==> config.mk <==
export PLATFORM = sky130hd
export DESIGN_NAME = alarm_ring_ctrl
export DESIGN_NICKNAME = d
export VERILOG_FILES = /design/src/rtl/alarm_ring_ctrl.sv
export SDC_FILE = /design/constraint.sdc
export NUM_CORES = 1
export LEC_CHECK = 0
export BUFFER_PORTS_ARGS = -buffer_cell sky130_fd_sc_hd__buf_2
export CORE_UTILIZATION = 55
export DETAILED_ROUTE_END_ITERATION = 7
export PLACE_DENSITY = 0.75
export SYNTH_ARGS = -nofsm -noshare
export SYNTH_HDL_FRONTEND = slang
export SYNTH_SLANG_ARGS = --single-unit
==> constraint.sdc <==
create_clock -name clk -period 2.85 [get_ports clk]
set_clock_uncertainty 0.2 [all_clocks]
set_input_delay 0.1425 -clock clk [delete_from_list [all_inputs] [get_ports clk]]
set_output_delay 0.1425 -clock clk [all_outputs]
set_load 0.01 [all_outputs]
==> src/rtl/alarm_ring_ctrl.sv <==
// Alarm ring sequencer: buzzer pattern, snooze/stop handling,
// ring timeout, snooze limit and compare-stage clear ownership.
module alarm_ring_ctrl #(
  parameter int SNOOZE_SEC       = 300,
  parameter int RING_TIMEOUT_SEC = 60,
  parameter int MAX_SNOOZE       = 3
) (
  input  logic       clk,
  input  logic       rst,
  input  logic       tick_1hz,
  input  logic       alarm_en,
  input  logic       alarm_active,
  input  logic       btn_snooze,
  input  logic       btn_stop,
  output logic       alarm_clear,
  output logic       ringing,
  output logic       snoozing,
  output logic       buzzer,
  output logic       missed,
  output logic [2:0] snooze_cnt
);

  localparam int MAXT = (SNOOZE_SEC > RING_TIMEOUT_SEC) ?
                        SNOOZE_SEC : RING_TIMEOUT_SEC;
  localparam int TW   = $clog2(MAXT + 1);

  localparam logic [TW-1:0] T_ONE  = TW'(1);
  localparam logic [TW-1:0] T_LAST = TW'(RING_TIMEOUT_SEC - 1);
  localparam logic [TW-1:0] T_SNZ  = TW'(SNOOZE_SEC);
  localparam logic [2:0]    C_MAX  = 3'(MAX_SNOOZE);

  typedef enum logic [1:0] {
    S_IDLE,
    S_RING,
    S_SNOOZE,
    S_HOLD
  } state_t;

  state_t        state_q, state_d;
  logic [TW-1:0] timer_q, timer_d;
  logic [2:0]    cnt_q, cnt_d;
  logic          beep_q, beep_d;
  logic          missed_q, missed_d;

  always_ff @(posedge clk) begin
    if (rst) begin
      state_q  <= S_IDLE;
      timer_q  <= '0;
      cnt_q    <= '0;
      beep_q   <= 1'b0;
      missed_q <= 1'b0;
    end else begin
      state_q  <= state_d;
      timer_q  <= timer_d;
      cnt_q    <= cnt_d;
      beep_q   <= beep_d;
      missed_q <= missed_d;
    end
  end

  always_comb begin
    state_d  = state_q;
    timer_d  = timer_q;
    cnt_d    = cnt_q;
    beep_d   = beep_q;
    missed_d = 1'b0;
    unique case (state_q)
      S_IDLE: begin
        if (alarm_en && alarm_active) begin
          state_d = S_RING;
          timer_d = '0;
          beep_d  = 1'b1;
        end
      end
      S_RING: begin
        if (!alarm_en || btn_stop) begin
          state_d = S_HOLD;
          timer_d = '0;
          cnt_d   = '0;
          beep_d  = 1'b0;
        end else if (tick_1hz && timer_q == T_LAST) begin
          state_d  = S_HOLD;
          timer_d  = '0;
          cnt_d    = '0;
          beep_d   = 1'b0;
          missed_d = 1'b1;
        end else if (btn_snooze && cnt_q < C_MAX) begin
          state_d = S_SNOOZE;
          timer_d = T_SNZ;
          cnt_d   = cnt_q + 3'd1;
        end else if (tick_1hz) begin
          timer_d = timer_q + T_ONE;
          beep_d  = ~beep_q;
        end
      end
      S_SNOOZE: begin
        if (!alarm_en || btn_stop) begin
          state_d = S_HOLD;
          timer_d = '0;
          cnt_d   = '0;
          beep_d  = 1'b0;
        end else if (tick_1hz) begin
          if (timer_q == T_ONE) begin
            state_d = S_RING;
            timer_d = '0;
            beep_d  = 1'b1;
          end else begin
            timer_d = timer_q - T_ONE;
          end
        end
      end
      S_HOLD: begin
        // timer counts ticks seen; leave on the second one
        if (tick_1hz) begin
          if (timer_q == T_ONE) begin
            state_d = S_IDLE;
            timer_d = '0;
          end else begin
            timer_d = timer_q + T_ONE;
          end
        end
      end
      default: state_d = S_IDLE;
    endcase
  end

  always_comb begin
    ringing     = (state_q == S_RING);
    snoozing    = (state_q == S_SNOOZE);
    alarm_clear = (state_q != S_IDLE);
    buzzer      = ringing & beep_q;
    missed      = missed_q;
    snooze_cnt  = cnt_q;
  end

endmodule

==> impl_metrics.py <==
metrics = {
    "run_status": {
        "status": "complete, no violations",
    },
    "timing": {
        "slew_viol_final": 0,
        "max_slew_margin_pct": 60.7,
        "period_share_pct": 93.3,
        "tns_ps": 0,
        "final-setup-viol-count": 0,
        "setup_ws_ps": 192,
        "finalHoldViolCount": 0,
        "fmax_ghz": 0.376,
        "rsz0062_at_grt": "no",
        "worst_pin_slew_ps": 583,
        "min_period_ps": 2660,
    },
    "yosys": {
        "ys_types": 64,
        "synth-simple-area-share_pct": 26.0,
        "syn_area_sq_um": 1420,
        "synth.ff_latch_count": 16,
        "synth_compound_area_share_pct": 30.9,
        "synth_top_family_by_area": "compound AO/OA/AOI/OAI gates",
        "synth_fa_ha_area_share_pct": 8.80,
        "synth_flop_cell": "dfxtp_1",
        "yosysWarnings": 0,
        "syn_nets": 194,
        "synth-async-reset-ratio_pct": 0,
        "avgSynthCellArea_sq_um": 8.03,
        "synth_edf_count": 0,
        "ys_seq_area_share_pct": 22.5,
        "syn_inst": 177,
        "synth_mux_area_share_pct": 1.50,
        "synth-xor-area-share_pct": 3.70,
    },
    "finish": {
        "final_cell_mix": "dfxtp_1 (16), buf_2 (14), inv_1 (13)",
        "nets": 211,
        "final_common_cell": "dfxtp_1",
        "layout-drive-gt1-share_pct": 17.6,
        "diodes": 0,
        "syn_to_final_growth_pct": 11.0,
    },
    "floorplan": {
        "core-area_sq_um": 2450,
        "dieHeight_um": 52.8,
        "die_area_sq_um": 2790,
        "core.rowCount": 18,
        "initial_core_util_pct": 57.9,
        "die_w_um": 52.8,
        "top_level_ports": 15,
    },
    "clock_network": {
        "clk_pin_slew_worst_paths_ps": 120,
        "cts_buffers": 3,
        "cts_sinks": 16,
        "cts_tree": "done",
        "clockRootBuffer": "clkbuf_4",
        "cts_setup_buffers": 0,
        "clockBufferDepth": 2,
        "htree_levels": 1,
        "clk_latency_ps": 320,
    },
    "place": {
        "gp_congestion": 1.04,
        "port_buffers": 14,
        "dp_slack_ps": 279,
        "dp_hpwl_um": 2940,
    },
    "min_path": {
        "hold_class": "in -> reg",
        "hold_depth": 4,
        "min-delay-start": "alarm_en",
        "min_to": "missed$_SDFF_PP0_",
    },
    "global_routing": {
        "antenna_found_initial": 0,
        "grt_usage_pct": 33.3,
        "grt_max_degree": 14,
        "grt_pass1_vias": 1425,
        "gr-total-overflow": 0,
        "grt_pass1_wl_um": 6760,
    },
    "critical_path": {
        "worstSetupEndpointType": "register",
        "rrSetupSlack_ps": 190,
        "crit_path_start_kind": "register",
        "cp.required_ps": 2880,
        "path_max_fanout": 6,
        "r2r_cells": 8,
        "cp.arrival_ps": 2690,
        "reg2reg_from": "state_q[1]$_SDFFE_PP0P_",
        "timing.rr.end": "timer_q[0]$_SDFFE_PP0P_",
        "worstSetupPathType": "reg -> reg",
    },
    "routing": {
        "totalWireLength_um": 3950,
        "drt_iter0_drc": 60,
        "drc_errors": 0,
        "wl_per_cell_um": 17.7,
        "vias": 1515,
        "ant_nets": 0,
        "drtPass1Iterations": 5,
        "vias_per_cell": 6.79,
    },
    "power_and_ir_drop": {
        "p_sw_share_pct": 43.5,
        "comb_power_share_pct": 51.2,
        "internal-power_uw": 516,
        "p_sw_uw": 396,
        "seq_power_share_pct": 30.8,
        "p_per_area_nw_per_um2": 578,
        "peakVddDrop_mv": 0.443,
        "leakage_uw": 0.000610,
        "power.share.clock_pct": 18.0,
    },
    "job": {
        "cap_viol_max_count": 0,
    },
}
## kinds of logic after synthesis
logic type,count (synthesis)
AND/OR/NAND/NOR,64
adder cells (fa/ha/maj),10
AO/OA/AOI/OAI,57
multiplexers,2
XOR/XNOR,6
buffers and inverters,22
flip-flops,16
## layer usage
metal	GRT usage [%]	part of all wire, %	vias to the layer above
met5	0	0	-
met4	16.7	2.6	0
met3	5.22	10	18
met2	51.9	46	101
met1	43.9	41	694
li1	-	-	702
## worst max-delay path by stage
| stage | startpoint | to | depth (start not counted) |
|---|---|---|---|
| 2_1_floorplan | timer_q[1]$_SDFFE_PP0P_ | beep_q$_SDFFE_PP0P_ | 8 |
| 3_3_place_gp | timer_q[1]$_SDFFE_PP0P_ | beep_q$_SDFFE_PP0P_ | 7 |
| 3_5_place_dp | timer_q[0]$_SDFFE_PP0P_ | timer_q[0]$_SDFFE_PP0P_ | 7 |
| 4_1_cts | state_q[1]$_SDFFE_PP0P_ | timer_q[0]$_SDFFE_PP0P_ | 8 |
| 5_1_grt | state_q[1]$_SDFFE_PP0P_ | timer_q[0]$_SDFFE_PP0P_ | 8 |
| 6_report | state_q[1]$_SDFFE_PP0P_ | timer_q[0]$_SDFFE_PP0P_ | 8 |
## cell type report
class	count	area (sq um)
Tap cell	30	37.5
Sequential cell	16	320
Multi-Input combinational cell	139	1010
Inverter	13	48.8
Fill cell	223	877
Timing Repair Buffer	21	128
Clock buffer	4	36.3
## power groups by stage
stage / sequential [uW] / combinational [uW] / clock, uW
after global placement: 283 / 445 / 0
after global routing: 287 / 519 / 172
after floorplan: 281 / 325 / 0
after detailed placement: 286 / 451 / 0
after CTS: 281 / 457 / 163
final: 280 / 467 / 165
## sequential cells by signal, summed over array words and instances (netlist names)
| register | count |
|---|---|
| timer_q | 9 |
| snooze_cnt | 3 |
| state_q | 2 |
| beep_q | 1 |
| missed | 1 |
## repair_timing
| item | CTS | global route |
|---|---|---|
| hold endpoints to repair | 2 | 0 |
| hold buffers | 2 | 0 |
| gates resized for setup | 0 | 0 |
## synth_stat cells (all sizes together) (2+ instances only)
library cell	n	area share, %
xnor2	4	2.5
a211oi	4	2.1
and3	3	1.4
nor3	9	3.2
o32ai	2	1.2
nand2	12	3.2
buf	3	1.6
inv	13	3.4
nand3	3	1.1
and2	3	1.3
clkbuf	6	1.6
o21ai	12	4.2
or4b	2	1.4
o2111ai	2	1.2
nor2b	4	1.8
nor4	3	1.3
a31o	2	1.2
xor2	2	1.2
dfxtp	16	23
a32o	2	1.4
o31ai	2	2.0
o21bai	2	1.1
a21oi	6	2.1
o311ai	2	1.2
nand4	2	0.88
ha	10	8.8
nor2	10	2.6
a22oi	2	1.1
o211ai	2	1.1
nand3b	2	1.1
o211a	2	1.4
## critical path, cell delays in order (launching register included)
cell and delay (ps):
dfxtp_1 380, inv_1 130, ha_1 250, nand3b_1 130
a41oi_1 470, a21boi_1 250, buf_4 200, a2111o_1 400
a21oi_1 160
## per-stage QoR
step	hold slack (ps)	utilization (%)	area [sq um]	instances	power, uW
2_1_floorplan	125	-	1420	177	606
3_3_place_gp	295	62.0	1520	217	728
5_1_grt	109	64.3	1580	223	978
3_5_place_dp	304	62.0	1520	217	737
4_1_cts	91.5	64.3	1580	223	901
6_report	81.8	64.3	1580	223	912
No activity file was read; power rests on OpenSTA's default activity.
